===== config.mk =====
export PLATFORM = sky130hd
export DESIGN_NAME = decode_stage
export DESIGN_NICKNAME = d
export VERILOG_FILES = /design/src/rtl/decode_pkg.sv /design/src/rtl/imm_gen.sv /design/src/rtl/decode_stage.sv
export SDC_FILE = /design/constraint.sdc
export NUM_CORES = 1
export LEC_CHECK = 0
export BUFFER_PORTS_ARGS = -buffer_cell sky130_fd_sc_hd__buf_2
export CAP_MARGIN = 40
export CORE_MARGIN = 2
export CORE_UTILIZATION = 31
export CTS_CLUSTER_DIAMETER = 80
export DETAILED_ROUTE_END_ITERATION = 10
export PLACE_DENSITY = 0.62
export SLEW_MARGIN = 20
export SYNTH_ARGS = -nofsm -noshare
export SYNTH_HDL_FRONTEND = slang
export SYNTH_SLANG_ARGS = --single-unit

===== constraint.sdc =====
create_clock -name clk -period 4.9 [get_ports clk]
set_clock_uncertainty 0.1 [all_clocks]
set_input_delay 0.245 -clock clk [delete_from_list [all_inputs] [get_ports clk]]
set_output_delay 0.245 -clock clk [all_outputs]
set_load 0.03 [all_outputs]

===== src/rtl/decode_pkg.sv =====
// Shared types and RV32I encodings for the decode stage and its immediate generator.
package decode_pkg;

  localparam int XLEN = 32;

  localparam logic [6:0] OPC_LUI    = 7'b0110111;
  localparam logic [6:0] OPC_AUIPC  = 7'b0010111;
  localparam logic [6:0] OPC_JAL    = 7'b1101111;
  localparam logic [6:0] OPC_JALR   = 7'b1100111;
  localparam logic [6:0] OPC_BRANCH = 7'b1100011;
  localparam logic [6:0] OPC_LOAD   = 7'b0000011;
  localparam logic [6:0] OPC_STORE  = 7'b0100011;
  localparam logic [6:0] OPC_OP_IMM = 7'b0010011;
  localparam logic [6:0] OPC_OP     = 7'b0110011;
  localparam logic [6:0] OPC_FENCE  = 7'b0001111;
  localparam logic [6:0] OPC_SYSTEM = 7'b1110011;

  typedef enum logic [3:0] {
    ALU_R, ALU_I, LOAD, STORE, BRANCH, JAL, JALR, LUI, AUIPC, ILLEGAL
  } op_class_e;

  typedef enum logic [2:0] {
    IMM_NONE, IMM_I, IMM_S, IMM_B, IMM_U, IMM_J
  } imm_fmt_e;

  typedef struct packed {
    logic [XLEN-1:0] pc;
    logic [XLEN-1:0] rs1_val;
    logic [XLEN-1:0] rs2_val;
    logic [XLEN-1:0] imm;
    op_class_e       op;
    logic [2:0]      funct3;
    logic            funct7b5;
    logic [4:0]      rd;
    logic            rd_we;
  } idex_t;

  localparam idex_t IDEX_RESET = '{
    pc: '0, rs1_val: '0, rs2_val: '0, imm: '0, op: ILLEGAL,
    funct3: '0, funct7b5: 1'b0, rd: '0, rd_we: 1'b0
  };

  function automatic logic writes_rd(input op_class_e op);
    case (op)
      ALU_R, ALU_I, LOAD, JAL, JALR, LUI, AUIPC: writes_rd = 1'b1;
      default:                                   writes_rd = 1'b0;
    endcase
  endfunction

endpackage


===== src/rtl/imm_gen.sv =====
// Combinational RV32I immediate generator; format is chosen by the decoder.
module imm_gen
  import decode_pkg::*;
(
  input  logic [31:7]     instr,
  input  imm_fmt_e        fmt,
  output logic [XLEN-1:0] imm
);

  always_comb begin
    imm = '0;
    case (fmt)
      IMM_I:   imm = {{20{instr[31]}}, instr[31:20]};
      IMM_S:   imm = {{20{instr[31]}}, instr[31:25], instr[11:7]};
      IMM_B:   imm = {{19{instr[31]}}, instr[31], instr[7], instr[30:25], instr[11:8], 1'b0};
      IMM_U:   imm = {instr[31:12], 12'b0};
      IMM_J:   imm = {{11{instr[31]}}, instr[31], instr[19:12], instr[20], instr[30:21], 1'b0};
      default: imm = '0;
    endcase
  end

endmodule


===== src/rtl/decode_stage.sv =====
// RV32I decode stage: field decode, 32-entry scoreboard and the ID/EX register.
// Define DECODE_WB_BYPASS_EN to let an issuing source take the same-cycle writeback value.
module decode_stage
  import decode_pkg::*;
(
  input  logic            clk,
  input  logic            rst,
  input  logic            in_valid,
  output logic            in_ready,
  input  logic [31:0]     in_instr,
  input  logic [XLEN-1:0] in_pc,
  output logic [4:0]      rf_a1,
  output logic [4:0]      rf_a2,
  input  logic [XLEN-1:0] rf_rd1,
  input  logic [XLEN-1:0] rf_rd2,
  input  logic            wb_valid,
  input  logic [4:0]      wb_rd,
  input  logic [XLEN-1:0] wb_data,
  input  logic            flush,
  output logic            ex_valid,
  input  logic            ex_ready,
  output logic [XLEN-1:0] ex_pc,
  output logic [XLEN-1:0] ex_rs1_val,
  output logic [XLEN-1:0] ex_rs2_val,
  output logic [XLEN-1:0] ex_imm,
  output logic [3:0]      ex_op,
  output logic [2:0]      ex_funct3,
  output logic            ex_funct7b5,
  output logic [4:0]      ex_rd,
  output logic            ex_rd_we
);

  logic [6:0]      opcode;
  logic [4:0]      rs1, rs2, rd;
  op_class_e       op;
  imm_fmt_e        fmt;
  logic            use_rs1, use_rs2, rd_we;
  logic [XLEN-1:0] imm;
  logic            byp1, byp2, hazard, accept;
  logic [XLEN-1:0] rs1_val, rs2_val;

  idex_t           ex_q, ex_d;
  logic            ex_valid_q, ex_valid_d;
  logic [31:0]     busy_q, busy_d;

  assign opcode = in_instr[6:0];
  assign rd     = in_instr[11:7];
  assign rs1    = in_instr[19:15];
  assign rs2    = in_instr[24:20];
  assign rf_a1  = rs1;
  assign rf_a2  = rs2;

  always_comb begin
    op      = ILLEGAL;
    fmt     = IMM_NONE;
    use_rs1 = 1'b0;
    use_rs2 = 1'b0;
    case (opcode)
      OPC_OP:     begin op = ALU_R;  use_rs1 = 1'b1; use_rs2 = 1'b1; end
      OPC_OP_IMM: begin op = ALU_I;  fmt = IMM_I; use_rs1 = 1'b1; end
      OPC_LOAD:   begin op = LOAD;   fmt = IMM_I; use_rs1 = 1'b1; end
      OPC_STORE:  begin op = STORE;  fmt = IMM_S; use_rs1 = 1'b1; use_rs2 = 1'b1; end
      OPC_BRANCH: begin op = BRANCH; fmt = IMM_B; use_rs1 = 1'b1; use_rs2 = 1'b1; end
      OPC_JAL:    begin op = JAL;    fmt = IMM_J; end
      OPC_JALR:   begin op = JALR;   fmt = IMM_I; use_rs1 = 1'b1; end
      OPC_LUI:    begin op = LUI;    fmt = IMM_U; end
      OPC_AUIPC:  begin op = AUIPC;  fmt = IMM_U; end
      default:    op = ILLEGAL;
    endcase
  end

  assign rd_we = writes_rd(op) && (rd != 5'd0);

  imm_gen u_imm_gen (
    .instr (in_instr[31:7]),
    .fmt   (fmt),
    .imm   (imm)
  );

`ifdef DECODE_WB_BYPASS_EN
  assign byp1 = wb_valid && (wb_rd == rs1) && (rs1 != 5'd0);
  assign byp2 = wb_valid && (wb_rd == rs2) && (rs2 != 5'd0);
`else
  assign byp1 = 1'b0;
  assign byp2 = 1'b0;
`endif

  assign rs1_val = byp1 ? wb_data : rf_rd1;
  assign rs2_val = byp2 ? wb_data : rf_rd2;

  // A pending rd also blocks issue so that a younger write never overtakes an older one.
  assign hazard = (use_rs1 && busy_q[rs1] && !byp1) ||
                  (use_rs2 && busy_q[rs2] && !byp2) ||
                  (rd_we && busy_q[rd]);

  assign in_ready = (!ex_valid_q || ex_ready) && !hazard && !flush;
  assign accept   = in_valid && in_ready;

  always_comb begin
    ex_d       = ex_q;
    ex_valid_d = ex_valid_q;
    if (flush) begin
      ex_valid_d = 1'b0;
    end else if (accept) begin
      ex_valid_d     = 1'b1;
      ex_d.pc        = in_pc;
      ex_d.rs1_val   = rs1_val;
      ex_d.rs2_val   = rs2_val;
      ex_d.imm       = imm;
      ex_d.op        = op;
      ex_d.funct3    = in_instr[14:12];
      ex_d.funct7b5  = in_instr[30];
      ex_d.rd        = rd;
      ex_d.rd_we     = rd_we;
    end else if (ex_ready) begin
      ex_valid_d = 1'b0;
    end
  end

  // Later assignments take priority: a set from accept overrides any clear.
  always_comb begin
    busy_d = busy_q;
    if (wb_valid && (wb_rd != 5'd0)) busy_d[wb_rd] = 1'b0;
    if (flush && ex_valid_q && ex_q.rd_we) busy_d[ex_q.rd] = 1'b0;
    if (accept && rd_we) busy_d[rd] = 1'b1;
  end

  always_ff @(posedge clk) begin
    if (rst) begin
      ex_valid_q <= 1'b0;
      ex_q       <= IDEX_RESET;
      busy_q     <= '0;
    end else begin
      ex_valid_q <= ex_valid_d;
      ex_q       <= ex_d;
      busy_q     <= busy_d;
    end
  end

  assign ex_valid    = ex_valid_q;
  assign ex_pc       = ex_q.pc;
  assign ex_rs1_val  = ex_q.rs1_val;
  assign ex_rs2_val  = ex_q.rs2_val;
  assign ex_imm      = ex_q.imm;
  assign ex_op       = ex_q.op;
  assign ex_funct3   = ex_q.funct3;
  assign ex_funct7b5 = ex_q.funct7b5;
  assign ex_rd       = ex_q.rd;
  assign ex_rd_we    = ex_q.rd_we;

endmodule


==> summary.md <==
| Metric | Value |
|---|---|
| Run status | completed |
| Kind of cell adding the most delay to the critical path | multiplexers |
| Mapped Cells | 1047 |
| Final setup violation count | 0 |
| Number of synthesized flops with an enable pin | 0 |
| Pwr Density | 271 nW/µm² |
| Final worst path period share | 0.628 |
| Total CTS buffers | 17 |
| FFs w/ async S/R, synth | 0 |
| Top_reg_cell synth | dfxtp_1 |
| Yosys top cell area share | 0.364 |
| N_diodes | 0 |
| Synth top area cells | dfxtp_1, nand2b_1, mux2i_1 |
| Post-synthesis sequential area ratio | 0.364 |
| Wl on met1 | 12700 µm |
| VDD IR max | 0.229 mV |
| Buf/Inv on CP | 1 |
| DP Area | 11300 µm² |
| Post-CTS setup buffer count | 0 |
| Grt total ovfl | 0 |
| GPL Wtd Cong | 0.860 |
| Post-Syn Area per Cell | 9.20 µm² |
| Clk root buf | clkbuf_16 |
| First-pass GRT wire length | 47100 µm |
| Top layer in use | met4 |
| Cell variety after synth | 49 |
| Met2 routed WL | 14000 µm |
| Critical Path Max Stage Delay | 480 ps |
| Final net count | 1549 |
| Flops & latches, synth | 175 |
| Floorplan row count | 64 |
| P&R area growth vs syn | 33.9% |
| # DRC | 0 |
| Cell taking the most area after synthesis | dfxtp_1 |
| Initial Util | 0.315 |
| Crit-path cells | mux4_2 -> mux4_2 -> o211ai_2 -> nand2_1 -> nor4_1 -> buf_2 |
| Routed WL | 29900 µm |
| WS Path Type | reg2out |
| Worst-margin pin slew | 752 ps |
| Clk slew on worst S/H paths | 70 ps |
| Commonest cells after routing, fill and taps aside | buf_2, nand2b_1, dfxtp_1, mux2i_1, dlygate4sd3_1 |
| Die area | 32500 µm² |
| CP arrival | 2730 ps |
| Port bufs | 292 |
| Fraction of layout cells with a size suffix above 1 | 0.275 |
| Die span in y | 180 µm |
| CP endpoint kind | primary output |
| Htree depth | 4 |
| YS warnings | 0 |
| Via/cell ratio | 5.00 |
| Min cycle time layout | 3080 ps |
| Final slew viol count | 0 |
| Metal3 WL | 2410 µm |
| All-Layer GR Usage | 0.178 |
| Max_cap viols | 0 |
| Post-Syn Nets | 1218 |
| Clock Latency Late Sink | 440 ps |
| Largest net degree at the start of global routing | 101 |
| Hold Path Class | in2reg |
| Ports | 325 |
| Wire per inst | 16.7 µm |
| Clk buf depth | 2 |
| Sum Neg Setup Slack | 0 ps |
| Core area | 30600 µm² |
| Pre-Repair DR Iteration Count | 5 |
| RSZ-0062 raised after global routing | no |
| Final instance area | 12900 µm² |
| P_leak | 0.00538 µW |
| CTS sink cnt | 175 |
| Vias | 8943 |
| Endpoints failing hold | 0 |
| Slew Limit Headroom | 0.497 |
| Die width | 180 µm |
| Post-CTS sizing | 0 |
| Post-route ant nets | 0 |
| Vias in the first global route | 8696 |
| Initial DRC count | 651 |
| Post-DP HPWL | 20200 µm |
| Crit-path slowest cell | mux4_2 |
| FMAX | 0.325 GHz |
| CP Max Fanout | 4 |
| Netlist area before placement | 9640 µm² |
| Critical Path RT | 4550 ps |
| Most used cell, CP | mux4_2 |
| Critical Path Start Type | flip-flop |
| Commonest non-fill, non-tap cell in the layout | buf_2 |
| TritonCTS clock tree | done |
| Initial antenna violation count | 0 |
==> final timing paths <==
kind,startpoint,depth (start not counted),slack [ps],endpoint
max,busy_q[8],6,1820,in_ready
min,rf_rd2[16],3,20,ex_rs2_val[16]
min reg2reg,ex_rs2_val[10],2,370,ex_rs2_val[10]
max reg2reg,busy_q[8],7,1940,ex_pc[29]
==> state kept, by name (all words and copies together) (netlist names) <==
| signal | count |
|---|---|
| ex_rs2_val | 32 |
| ex_pc | 32 |
| ex_rd_we | 1 |
| ex_rs1_val | 32 |
| busy_q | 32 |
| ex_funct7b5 | 1 |
| ex_rd | 5 |
| ex_funct3 | 3 |
| ex_op | 4 |
| ex_valid | 1 |
| ex_imm | 32 |
==> layer usage <==
layer | vias up | global-route usage
met4 | 0 | 0.0661
met5 | - | 0
li1 | 4299 | -
met1 | 4209 | 0.226
met2 | 375 | 0.293
met3 | 60 | 0.0441
==> metrics by stage <==
step	total power [µW]	hold WS, ps	cells	util	setup slack, ps
after global placement	2060	354	1649	0.367	1420
after CTS	3550	1.25	1787	0.422	1760
after global routing	3650	9.60	1787	0.422	1680
final	3500	20.2	1787	0.422	1820
after floorplan	1900	284	1047	-	1940
after detailed placement	2070	359	1653	0.369	1630
==> cells in the mapped netlist, drive strengths merged, types with 2 or more instances <==
cell type  number
a211oi          2
a21o            4
a21oi          16
a221oi          8
a22oi          12
a311oi          2
a32o            2
and2            5
buf            31
clkbuf         65
dfxtp         175
inv            11
mux2           20
mux2i         140
mux4           17
nand2          68
nand2b        238
nand3          11
nand3b          7
nand4           5
nand4b          7
nor2           31
nor2b          51
nor3           16
nor3b           6
o21ai          12
o221ai         26
o22ai           2
o31ai          32
or2             3
or3             3
or3b            4
==> power by group <==
group          switching (µW)  total [µW]  internal, µW  leakage, µW
clock                     611        1390           782     0.000279
sequential               29.2        1500          1470      0.00142
combinational             351         607           256      0.00368
==> worst register-to-register path, cell delays in order, from the launching register on <==
cell and delay [ps]:
dfxtp_1 370, mux4_2 470, mux4_2 480, o211ai_2 190, and4b_4 440, buf_12 280, buf_4 280, mux2i_1 260
==> cells by family after synthesis <==
kind of cell | after synthesis | synth area share
multiplexers | 177 | 0.209
flip-flops | 175 | 0.364
AO/OA/AOI/OAI | 128 | 0.0985
buffers and inverters | 107 | 0.0544
AND/OR/NAND/NOR | 459 | 0.274
XOR/XNOR | 1 | 0.000909
==> area by class of cell <==
class                           count  area, µm²
Multi-Input combinational cell    765       5610
Inverter                           11       41.3
Fill cell                        2986      17700
Tap cell                          396        495
Clock buffer                       20        457
Timing Repair Buffer              408       2660
Clock inverter                     12        135
Sequential cell                   175       3500
==> what timing repair did <==
item	in CTS	in global routing
endpoints found under the hold margin	102	0
setup endpoints to repair	0	0
hold buffers	102	0
Note: power is estimated with default switching activity, not from simulation.
